<file path="src/rtl/uart_rx_fifo_pkg.sv">
// Shared types and helpers for the UART receive front-end.
package uart_pkg;

  localparam int DATA_BITS = 8;

  typedef enum logic [1:0] {
    IDLE  = 2'd0,
    START = 2'd1,
    DATA  = 2'd2,
    STOP  = 2'd3
  } state_t;

  // Clocks per bit, truncated.
  function automatic int calc_cpb(input int clk_hz, input int baud);
    return clk_hz / baud;
  endfunction

endpackage

</file>
<file path="src/rtl/uart_rx_fifo_if.sv">
// Read-side bus between the receiver FIFO and its consumer (dma).
interface uart_rx_fifo_if #(
  parameter int FIFO_DEPTH = 16
) ();
  localparam int CNT_W = $clog2(FIFO_DEPTH + 1);

  logic             rd_en;
  logic [7:0]       rd_data;
  logic             rd_valid;
  logic [CNT_W-1:0] count;
  logic             frame_err;
  logic             overrun;
  logic             clr_err;

  // consumer side
  modport master (
    output rd_en, clr_err,
    input  rd_data, rd_valid, count, frame_err, overrun
  );

  // receiver side
  modport slave (
    input  rd_en, clr_err,
    output rd_data, rd_valid, count, frame_err, overrun
  );
endinterface

</file>
<file path="src/rtl/uart_rx_fifo_fifo.sv">
// First-word-fall-through FIFO; head entry always visible on rd_data.
module sync_fifo_fwft #(
  parameter int WIDTH = 8,
  parameter int DEPTH = 16
) (
  input  logic                       clk,
  input  logic                       resetn,
  input  logic                       push,
  input  logic [WIDTH-1:0]           push_data,
  input  logic                       pop_req,
  output logic [WIDTH-1:0]           rd_data,
  output logic                       rd_valid,
  output logic [$clog2(DEPTH+1)-1:0] count,
  output logic                       drop
);
  localparam int AW = (DEPTH > 1) ? $clog2(DEPTH) : 1;
  localparam int CW = $clog2(DEPTH + 1);

  logic [WIDTH-1:0] mem [DEPTH];
  logic [AW-1:0]    wr_ptr, rd_ptr;
  logic [CW-1:0]    cnt;
  logic             empty, full, do_pop, do_push;

  assign empty   = (cnt == '0);
  assign full    = (cnt == CW'(DEPTH));
  // A same-cycle pop frees the slot, so a push into a full FIFO still lands.
  assign do_pop  = pop_req && !empty;
  assign do_push = push && (!full || do_pop);
  assign drop    = push && full && !do_pop;

  assign rd_valid = !empty;
  assign rd_data  = empty ? '0 : mem[rd_ptr];
  assign count    = cnt;

  // storage write, no reset needed: entries are only read when valid
  always_ff @(posedge clk) begin
    if (do_push) mem[wr_ptr] <= push_data;
  end

  // pointers and occupancy; pointers wrap naturally at power-of-two depth
  always_ff @(posedge clk or negedge resetn) begin
    if (!resetn) begin
      wr_ptr <= '0;
      rd_ptr <= '0;
      cnt    <= '0;
    end else begin
      if (do_push) wr_ptr <= wr_ptr + AW'(1);
      if (do_pop)  rd_ptr <= rd_ptr + AW'(1);
      case ({do_push, do_pop})
        2'b10:   cnt <= cnt + CW'(1);
        2'b01:   cnt <= cnt - CW'(1);
        default: cnt <= cnt;
      endcase
    end
  end
endmodule

</file>
<file path="src/rtl/uart_rx_fifo.sv">
// 8N1 UART receiver with centre sampling, FWFT byte FIFO and sticky errors.
module uart_rx_fifo #(
  parameter int CLK_HZ     = 27000000,
  parameter int BAUD       = 115200,
  parameter int FIFO_DEPTH = 16
) (
  input  logic           clk,
  input  logic           resetn,
  input  logic           uartRx,
  uart_rx_fifo_if.slave  bus
);
  import uart_pkg::*;

  localparam int CPB  = calc_cpb(CLK_HZ, BAUD);
  localparam int HALF = CPB / 2;
  localparam int BW   = (CPB > 1) ? $clog2(CPB) : 1;
  localparam int CW   = $clog2(FIFO_DEPTH + 1);

  logic sync1, rx_s, rx_prev;
  logic [1:0] flush_cnt;
  logic armed;

  state_t state_q, state_d;
  logic [BW-1:0]        baud_q, baud_d;
  logic [2:0]           bit_q, bit_d;
  logic [DATA_BITS-1:0] shift_q, shift_d;
  logic push, ferr_set, tick;

  logic          drop;
  logic [CW-1:0] fifo_cnt;

  // two-flop synchroniser plus edge history; flops idle high
  always_ff @(posedge clk or negedge resetn) begin
    if (!resetn) begin
      sync1   <= 1'b1;
      rx_s    <= 1'b1;
      rx_prev <= 1'b1;
    end else begin
      sync1   <= uartRx;
      rx_s    <= sync1;
      rx_prev <= rx_s;
    end
  end

  // After reset the synchroniser holds fake 1s for two clocks; only arm
  // edge detection once the real line has been seen high, so a line
  // still low (break) at reset release cannot start a frame.
  always_ff @(posedge clk or negedge resetn) begin
    if (!resetn) begin
      flush_cnt <= '0;
      armed     <= 1'b0;
    end else begin
      if (flush_cnt != 2'd2) flush_cnt <= flush_cnt + 2'd1;
      if (flush_cnt == 2'd2 && rx_s) armed <= 1'b1;
    end
  end

  // receiver state and datapath registers
  always_ff @(posedge clk or negedge resetn) begin
    if (!resetn) begin
      state_q <= IDLE;
      baud_q  <= '0;
      bit_q   <= '0;
      shift_q <= '0;
    end else begin
      state_q <= state_d;
      baud_q  <= baud_d;
      bit_q   <= bit_d;
      shift_q <= shift_d;
    end
  end

  assign tick = (baud_q == '0);

  // next-state: half a bit to the start centre, then a full bit per sample
  always_comb begin
    state_d  = state_q;
    baud_d   = baud_q;
    bit_d    = bit_q;
    shift_d  = shift_q;
    push     = 1'b0;
    ferr_set = 1'b0;
    case (state_q)
      IDLE: begin
        if (armed && rx_prev && !rx_s) begin
          state_d = START;
          baud_d  = BW'(HALF - 1);
        end
      end
      START: begin
        if (!tick) begin
          baud_d = baud_q - BW'(1);
        end else if (!rx_s) begin
          state_d = DATA;
          baud_d  = BW'(CPB - 1);
          bit_d   = '0;
        end else begin
          state_d = IDLE;
        end
      end
      DATA: begin
        if (!tick) begin
          baud_d = baud_q - BW'(1);
        end else begin
          shift_d[bit_q] = rx_s;
          baud_d         = BW'(CPB - 1);
          if (bit_q == 3'(DATA_BITS - 1)) state_d = STOP;
          else                            bit_d   = bit_q + 3'd1;
        end
      end
      STOP: begin
        if (!tick) begin
          baud_d = baud_q - BW'(1);
        end else begin
          state_d = IDLE;
          if (rx_s) push     = 1'b1;
          else      ferr_set = 1'b1;
        end
      end
      default: state_d = IDLE;
    endcase
  end

  sync_fifo_fwft #(
    .WIDTH (DATA_BITS),
    .DEPTH (FIFO_DEPTH)
  ) u_fifo (
    .clk       (clk),
    .resetn    (resetn),
    .push      (push),
    .push_data (shift_q),
    .pop_req   (bus.rd_en),
    .rd_data   (bus.rd_data),
    .rd_valid  (bus.rd_valid),
    .count     (fifo_cnt),
    .drop      (drop)
  );

  assign bus.count = fifo_cnt;

  // sticky flags; a new event in the clearing cycle wins
  always_ff @(posedge clk or negedge resetn) begin
    if (!resetn) begin
      bus.frame_err <= 1'b0;
      bus.overrun   <= 1'b0;
    end else begin
      bus.frame_err <= ferr_set | (bus.frame_err & ~bus.clr_err);
      bus.overrun   <= drop     | (bus.overrun   & ~bus.clr_err);
    end
  end
endmodule
</file>
<file path="src/flat_wrapper.sv">
// flat-port wrapper written by rule: the top's interface ports become plain ports
module uart_rx_fifo_flat import uart_pkg::*;
#(
  parameter int CLK_HZ     = 27000000,
  parameter int BAUD       = 115200,
  parameter int FIFO_DEPTH = 16
)
  (clk, resetn, uartRx, bus_rd_en, bus_clr_err, bus_rd_data, bus_rd_valid, bus_count, bus_frame_err, bus_overrun);
  uart_rx_fifo_if #(.FIFO_DEPTH(FIFO_DEPTH)) bus_i ();
  input  logic clk;
  input  logic resetn;
  input  logic uartRx;
  input wire logic [$bits(bus_i.rd_en)-1:0] bus_rd_en;
  input wire logic [$bits(bus_i.clr_err)-1:0] bus_clr_err;
  output wire logic [$bits(bus_i.rd_data)-1:0] bus_rd_data;
  output wire logic [$bits(bus_i.rd_valid)-1:0] bus_rd_valid;
  output wire logic [$bits(bus_i.count)-1:0] bus_count;
  output wire logic [$bits(bus_i.frame_err)-1:0] bus_frame_err;
  output wire logic [$bits(bus_i.overrun)-1:0] bus_overrun;
  assign bus_i.rd_en = bus_rd_en;
  assign bus_i.clr_err = bus_clr_err;
  assign bus_rd_data = bus_i.rd_data;
  assign bus_rd_valid = bus_i.rd_valid;
  assign bus_count = bus_i.count;
  assign bus_frame_err = bus_i.frame_err;
  assign bus_overrun = bus_i.overrun;
  uart_rx_fifo #(.CLK_HZ(CLK_HZ), .BAUD(BAUD), .FIFO_DEPTH(FIFO_DEPTH)) u_core (.clk(clk), .resetn(resetn), .uartRx(uartRx), .bus(bus_i));
endmodule
</file>
<file path="config.mk">
export PLATFORM = sky130hd
export DESIGN_NAME = uart_rx_fifo_flat
export DESIGN_NICKNAME = d
export VERILOG_FILES = /design/src/rtl/uart_rx_fifo_pkg.sv /design/src/rtl/uart_rx_fifo_if.sv /design/src/rtl/uart_rx_fifo_fifo.sv /design/src/rtl/uart_rx_fifo.sv /design/src/flat_wrapper.sv
export SDC_FILE = /design/constraint.sdc
export NUM_CORES = 1
export LEC_CHECK = 0
export ABC_AREA = 0
export BUFFER_PORTS_ARGS = -buffer_cell sky130_fd_sc_hd__buf_2
export CORE_ASPECT_RATIO = 1.2
export CORE_MARGIN = 5
export CORE_UTILIZATION = 50
export CTS_BUF_LIST = sky130_fd_sc_hd__clkbuf_4
export DETAILED_ROUTE_END_ITERATION = 16
export PLACE_DENSITY = 0.72
export SYNTH_ARGS = -nofsm -noshare
export SYNTH_HDL_FRONTEND = slang
export SYNTH_SLANG_ARGS = --single-unit
</file>
<file path="constraint.sdc">
create_clock -name clk -period 3.55 [get_ports clk]
set_input_delay 0.355 -clock clk [delete_from_list [all_inputs] [get_ports clk]]
set_output_delay 0.355 -clock clk [all_outputs]
set_load 0.03 [all_outputs]
</file>
=== Word level (Yosys, flattened, before mapping) ===
Memories as Yosys holds them, arrays and structs flattened.
Index checks and enable logic that the tools add are counted.

* Bits in registers: 42
* Bits in writable memories: 128
* Output and inout bits: 16
* Memories: 1

* Add/sub/neg operators: 7
* Order comparisons: 2
* Eq/ne operators: 18
* Muxes and demuxes: 31
* Bitwise logic cells: 5
* Reduce and logical (&&, ||, !) cells: 22

{| class="wikitable"
|+ Memories
! name !! depth !! width !! read ports !! clocked after Yosys merged registers in !! wr ports !! line !! source
|-
| u_core.u_fifo.mem || 16 || 8 || 1 || 0 || 1 || uart_rx_fifo_fifo.sv:19 || <nowiki>logic [WIDTH-1:0] mem [DEPTH];</nowiki>
|}

{| class="wikitable"
|+ Operators by type and width
! operator !! count
|-
| two-way mux 8 bit || 6
|-
| one-hot mux 8 bit (4 select lines) || 1
|-
| two-way mux 2 bit || 6
|-
| two-way mux 3 bit || 4
|-
| != test 2 x 1 -> 1 bit, second input constant || 5
|-
| one-hot mux 5 bit (2 select lines) || 1
|-
| AND reduction 5 bit || 2
|-
| two-way mux 1 bit || 9
|-
| adder 4 x 1 -> 4 bit, second input constant || 2
|-
| bitwise mux 8 bit || 1
|-
| == test 2 bit, second input constant || 4
|-
| logical AND 1 bit || 8
|-
| logical NOT 8 bit || 1
|-
| != test 2 bit, second input constant || 4
|-
| one-hot mux 2 bit (4 select lines) || 1
|-
| subtractor 8 x 1 -> 8 bit, second input constant || 1
|-
| one-hot mux 3 bit (2 select lines) || 1
|-
| adder 5 x 1 -> 5 bit, second input constant || 1
|-
| == test 5 bit, second input constant || 1
|-
| logical NOT 5 bit || 1
|-
| subtractor 5 x 1 -> 5 bit, second input constant || 1
|-
| == test 2 x 1 -> 1 bit, second input constant || 2
|-
| logical NOT 1 bit || 4
|-
| < comparator 3 x 4 -> 1 bit, second input constant || 1
|-
| 14 further kinds || 17
|}

=== Depth between registers and ports, before layout ===
* Depth after elaboration: 7
* Mapped depth: 12
* Mapped depth without buffers: 11

=== Cells and area by module ===
A second synthesis with hierarchy kept.

* Cells, all modules: 463
* Area total of the unflattened synthesis: 7,662.3 um^2

{| class="wikitable"
|+ Modules (own cells, without submodules)
! module !! times used !! cells an instance !! area an instance (um^2) !! seq. area each (um^2)
|-
| sync_fifo_fwft || 1 || 311 || 6,063.3 || 4,169.0
|-
| uart_rx_fifo || 1 || 152 || 1,599.0 || 729.4
|}

=== Least setup slack after synthesis ===
Ideal clock, no wire load.

* Path type: register to register
* From: reg u_core.u_fifo.cnt[2] (netlist: u_core.u_fifo.count[2])
* To: reg u_core.u_fifo.cnt[4] (netlist: u_core.u_fifo.count[4])
* Arrival: 2.446 ns
* Path slack: 0.966 ns
* Cell stages (with the launch flop): 11
* Path buffers: 1
* Period minus slack after synthesis: 2.584 ns
* Cells stage by stage: dfrtp_1 clkbuf_1 or4_4 o21ai_1 or2_2 inv_2 ha_1 a31o_2 nand3_1 a22oi_1 xor2_1

* Cells in the longest elaborated chain, start to end: 7
* Elaborated cells between the ends (all ways): 13

{| class="wikitable"
|+ Ends and longest elaborated chain
! element !! line !! source
|-
| from (decl) || uart_rx_fifo_fifo.sv:21 || <nowiki>logic [CW-1:0] cnt;</nowiki>
|-
| from (signal assigned) || uart_rx_fifo_fifo.sv:50 || <nowiki>2'b10: cnt <= cnt + CW'(1);</nowiki>
|-
| from (signal assigned) || uart_rx_fifo_fifo.sv:51 || <nowiki>2'b01: cnt <= cnt - CW'(1);</nowiki>
|-
| from (signal assigned) || uart_rx_fifo_fifo.sv:52 || <nowiki>default: cnt <= cnt;</nowiki>
|-
| logical NOT 5 bit || uart_rx_fifo_fifo.sv:24 || <nowiki>assign empty = (cnt == '0);</nowiki>
|-
| logical NOT 1 bit || uart_rx_fifo_fifo.sv:27 || <nowiki>assign do_pop = pop_req && !empty;</nowiki>
|-
| logical AND 1 bit || uart_rx_fifo_fifo.sv:27 ||
|-
| logical OR 1 bit || uart_rx_fifo_fifo.sv:28 || <nowiki>assign do_push = push && (!full || do_pop);</nowiki>
|-
| logical AND 1 bit || uart_rx_fifo_fifo.sv:28 ||
|-
| == test 2 x 1 -> 1 bit or == test 2 bit (tied branches) || uart_rx_fifo_fifo.sv:49 || <nowiki>case ({do_push, do_pop})</nowiki>
|-
| one-hot mux 5 bit (2 select lines) or nonzero test 2 bit (tied branches) || -- ||
|}

Parallel ways exist; a longest one is shown, timed or not.
A chain may end at the register's enable or synchronous reset.

=== Worst setup path after layout ===
* From: reg u_core.u_fifo.rd_ptr[0]
* To: out bus_rd_data[3]

* Cells in the longest elaborated chain, start to end: 2

{| class="wikitable"
|+ Ends and longest elaborated chain
! element !! line !! source
|-
| from (decl) || uart_rx_fifo_fifo.sv:20 || <nowiki>logic [AW-1:0] wr_ptr, rd_ptr;</nowiki>
|-
| from (signal assigned) || uart_rx_fifo_fifo.sv:48 || <nowiki>if (do_pop) rd_ptr <= rd_ptr + AW'(1);</nowiki>
|-
| memory read (16 x 8 bit) || -- ||
|-
| two-way mux 8 bit || uart_rx_fifo_fifo.sv:32 || <nowiki>assign rd_data = empty ? '0 : mem[rd_ptr];</nowiki>
|-
| to (decl) || flat_wrapper.sv:15 || <nowiki>output wire logic [$bits(bus_i.rd_data)-1:0] bus_rd_data;</nowiki>
|}

No other way between the ends.

==> summary.txt <==
Power
  • Sequential Power Share: 47.8%
  • Peak supply drop: 0.457 mV
  • Pwr dens: 689 nW/um2
  • Leakage power total: 2.81 nW
  • Clock network fraction of total power: 19.5%
  • Combinational power share: 32.7%
  • Switching share of power: 35.8%
  • Switching power: 1.93 mW
  • Internal power: 3.46 mW

Synthesis
  • Synth Instances: 426
  • Post-synthesis mux area share: 14.4%
  • Seq cells post-synth: 170
  • Register area share after synthesis: 67.7%
  • XOR/XNOR share of the synthesized area: 1.45%
  • Post-Synth Simple-Gate Area: 7.43%
  • Synth cell types: 53
  • Synth Area in Compound Gates: 4.58%
  • Async S/R FF share, synth: 24.7%
  • Synthesis Warnings: 0
  • EDFF count, synth: 128
  • Ys flop type: edfxtp_1
  • Synthesized Nets: 446
  • Synthesized area: 7240 um2
  • Avg Cell Area, Syn: 17.0 um2
  • Largest family of logic cells by synthesized area: multiplexers
  • Adder-cell share of the synthesized area: 2.59%

Floorplanning
  • Die height: 142 um
  • Core area: 14300 um2
  • Number of top-level pins: 21
  • Row count: 48
  • Chip width: 120 um
  • Die Area: 17000 um2
  • Initial core utilization: 50.7%

Critical path
  • Worst path cell trace: buf_12 -> mux4_2 -> mux4_2 -> nor2b_1 -> buf_2
  • Reg2Reg Depth: 7
  • Critical Path RT: 3.19 ns
  • CP most frequent cell: mux4_2
  • Critical R2R Capture: u_core.u_fifo.mem[15][3]
  • Crit-path leading delay family: multiplexers
  • Arr. time, crit path: 2.87 ns
  • Worst Path Max Fanout: 15
  • Worst setup SP type: register
  • Levels on crit path: 5
  • CP peak stage delay: 0.74 ns
  • Critical Path End: bus_rd_data[3]
  • Start point of the critical path: u_core.u_fifo.rd_ptr[0]
  • Worst Path Buf+Inv: 2
  • Worst Setup End Kind: primary output
  • Slowest-stage cell, CP: dfrtp_2
  • Critical path class: reg2out
  • Worst reg2reg startpoint: u_core.baud_q[0]
  • Reg2Reg Setup Slack: 0.66 ns

Clock tree
  • TritonCTS buffer count: 17
  • Max Root-Sink Buffers: 2
  • Clk sink count: 170
  • # resized after CTS: 0
  • TritonCTS clock tree: yes
  • Root Buffer Master: clkbuf_4
  • Clk slew on worst S/H paths: 0.13 ns
  • CTS H-tree lvls: 4
  • Later-pin clock latency in the skew report: 0.55 ns

Outcome
  • Status: complete, no violations

Timing
  • Fmax: 310 MHz
  • Min Hold Slack: 0.218 ns
  • RSZ-0062 raised after global routing: no
  • Relative slew slack: 36.9%
  • Period utilisation layout: 90.9%
  • Hold Vio Cnt, Final: 0
  • Final min period: 3.23 ns
  • Least-Margin Pin Slew: 0.946 ns
  • Skew final: 0.0122 ns
  • Final-report setup violation count: 0
  • Fin Setup TNS: 0 ns
  • Max Transition Viols Final: 0

GRT
  • Total GRT Usage: 16.6%
  • Global-route wire length before repair: 21200 um
  • Pin count of the biggest net entering global routing: 43
  • Vias in the first global route: 3916
  • Initial antenna violation count: 1
  • Global route overflow: 0

Placed design
  • GPL Wtd Cong: 0.806
  • Hpwl dp: 8840 um
  • Port Buf Inserts: 20

Min path
  • Hold Path Depth: 4
  • HP Start: bus_rd_en
  • Path type of the worst min-delay path: in2reg

Final layout
  • Synthesis-to-finish area growth: 8.16%
  • Layout cells sized above 1: 26.2%
  • # nets final: 476

Drt
  • Drt drc: 0
  • DRT iter0 DRCs: 238
  • Via count: 3725
  • WL final: 13200 um
  • Final ANT Viol Nets: 0
  • DRT Pass-1 Iters: 4
  • Avg Vias per Cell: 5.78
  • Wire per inst: 20.4 um

Flow run
  • Max cap viols: 0
worst min-delay path: stages:
cell	delay, ns
buf_2	0.13
nor2b_1	0.15
nand2_1	0.07
nand2_1	0.04
cells by family after synthesis:
group,Yosys count
AO/OA/AOI/OAI,47
XOR/XNOR,12
adder cells (fa/ha/maj),15
buffers and inverters,33
flip-flops,170
multiplexers,53
AND/OR/NAND/NOR,96
worst min path at each step:
stage	end	slack [ns]
5_1_grt	u_core.bus.overrun	0.20
3_5_place_dp	u_core.rx_s	0.35
4_1_cts	u_core.u_fifo.rd_ptr[1]	0.15
6_report	u_core.u_fifo.rd_ptr[1]	0.22
3_3_place_gp	u_core.rx_s	0.35
2_1_floorplan	async pin	0.06
area by class of cell:
cell class,count,area (um2)
diodes,1,2.50
clock buffers,17,128
clock inverters,15,139
fillers,1115,6460
inverters,17,63.8
multi-input cells,223,2210
flip-flops and latches,170,4900
well taps,175,219
repair buffers,27,173
cells in the mapped netlist (all sizes together), types with 2 or more instances:
library cell	number	share of area (%)
a21o	10	1.0
a21oi	8	0.55
a22o	6	0.73
a22oi	3	0.31
a2bb2oi	3	0.36
and2	15	1.4
and3b	2	0.35
buf	5	0.41
clkbuf	11	0.57
dfrtp	39	13
dfstp	3	1.1
edfxtp	128	53
ha	15	2.6
inv	17	0.88
mux2	11	1.7
mux2i	2	0.28
mux4	40	12
nand2	15	0.78
nand2b	4	0.35
nand3	7	0.48
nand4	2	0.17
nor2	25	1.3
nor2b	9	0.78
nor3	5	0.35
nor3b	3	0.45
nor4	3	0.35
o21ai	7	0.48
o2bb2ai	2	0.24
or4	2	0.26
xnor2	10	1.2
xor2	2	0.24
placed cells by master, fill, tap and decap left out, types with 3 or more instances in the layout:
cell	count
mux2_2	11
buf_2	20
nand2_1	15
a22oi_1	3
a2bb2oi_1	3
mux4_2	40
buf_4	3
o21ai_0	6
edfxtp_1	128
nor3_1	5
nand2b_1	4
nor2_1	24
dfstp_2	3
nor2b_1	9
dlygate4sd3_1	3
xnor2_1	10
a21oi_1	8
inv_6	6
inv_1	16
and2_1	12
dfrtp_1	38
clkbuf_4	17
ha_1	15
clkinvlp_4	5
nand3_1	7
a22o_1	6
a21o_1	10
power by group through the flow:
| stage | logic (mW) | registers (mW) | clock network [mW] |
|---|---|---|---|
| CTS | 1.78 | 2.58 | 1.08 |
| floorplan | 1.41 | 2.51 | 0 |
| global placement | 1.73 | 2.61 | 0 |
| finish | 1.76 | 2.58 | 1.05 |
| global route | 1.93 | 2.62 | 1.17 |
| detailed placement | 1.77 | 2.62 | 0 |
state kept, by name, summed over array words and instances, names as in the netlist, 2 cells and up, named ones only:
name and flops:
u_core.u_fifo.count 5, u_core.u_fifo.wr_ptr 4, u_core.bit_q 3, u_core.flush_cnt 2, u_core.u_fifo.rd_ptr 4, u_core.shift_q 8
u_core.baud_q 8, u_core.u_fifo.mem 128
through the flow:
step           area (um2)  instances  setup WS (ns)  util, %  power, mW
6_report             7830        645          0.324     54.8       5.39
5_1_grt              7830        645          0.106     54.8       5.71
4_1_cts              7830        644          0.192     54.8       5.44
3_5_place_dp         7530        609          0.687     52.7       4.39
3_3_place_gp         7530        609          0.788     52.7       4.34
2_1_floorplan        7240        426          0.966        -       3.92
per-layer routing:
| layer | global-route usage [%] | wire length (um) |
|---|---|---|
| met5 | 0 | 0 |
| met1 | 20.0 | 5290 |
| met2 | 28.9 | 7120 |
| met3 | 4.27 | 472 |
| met4 | 6.33 | 293 |
timing repair:
action | CTS | global route
buffers inserted | 0 | 0
hold buffers | 3 | 0
endpoints found under the hold margin | 42 | 0
Note: power is estimated with default switching activity, not from simulation.
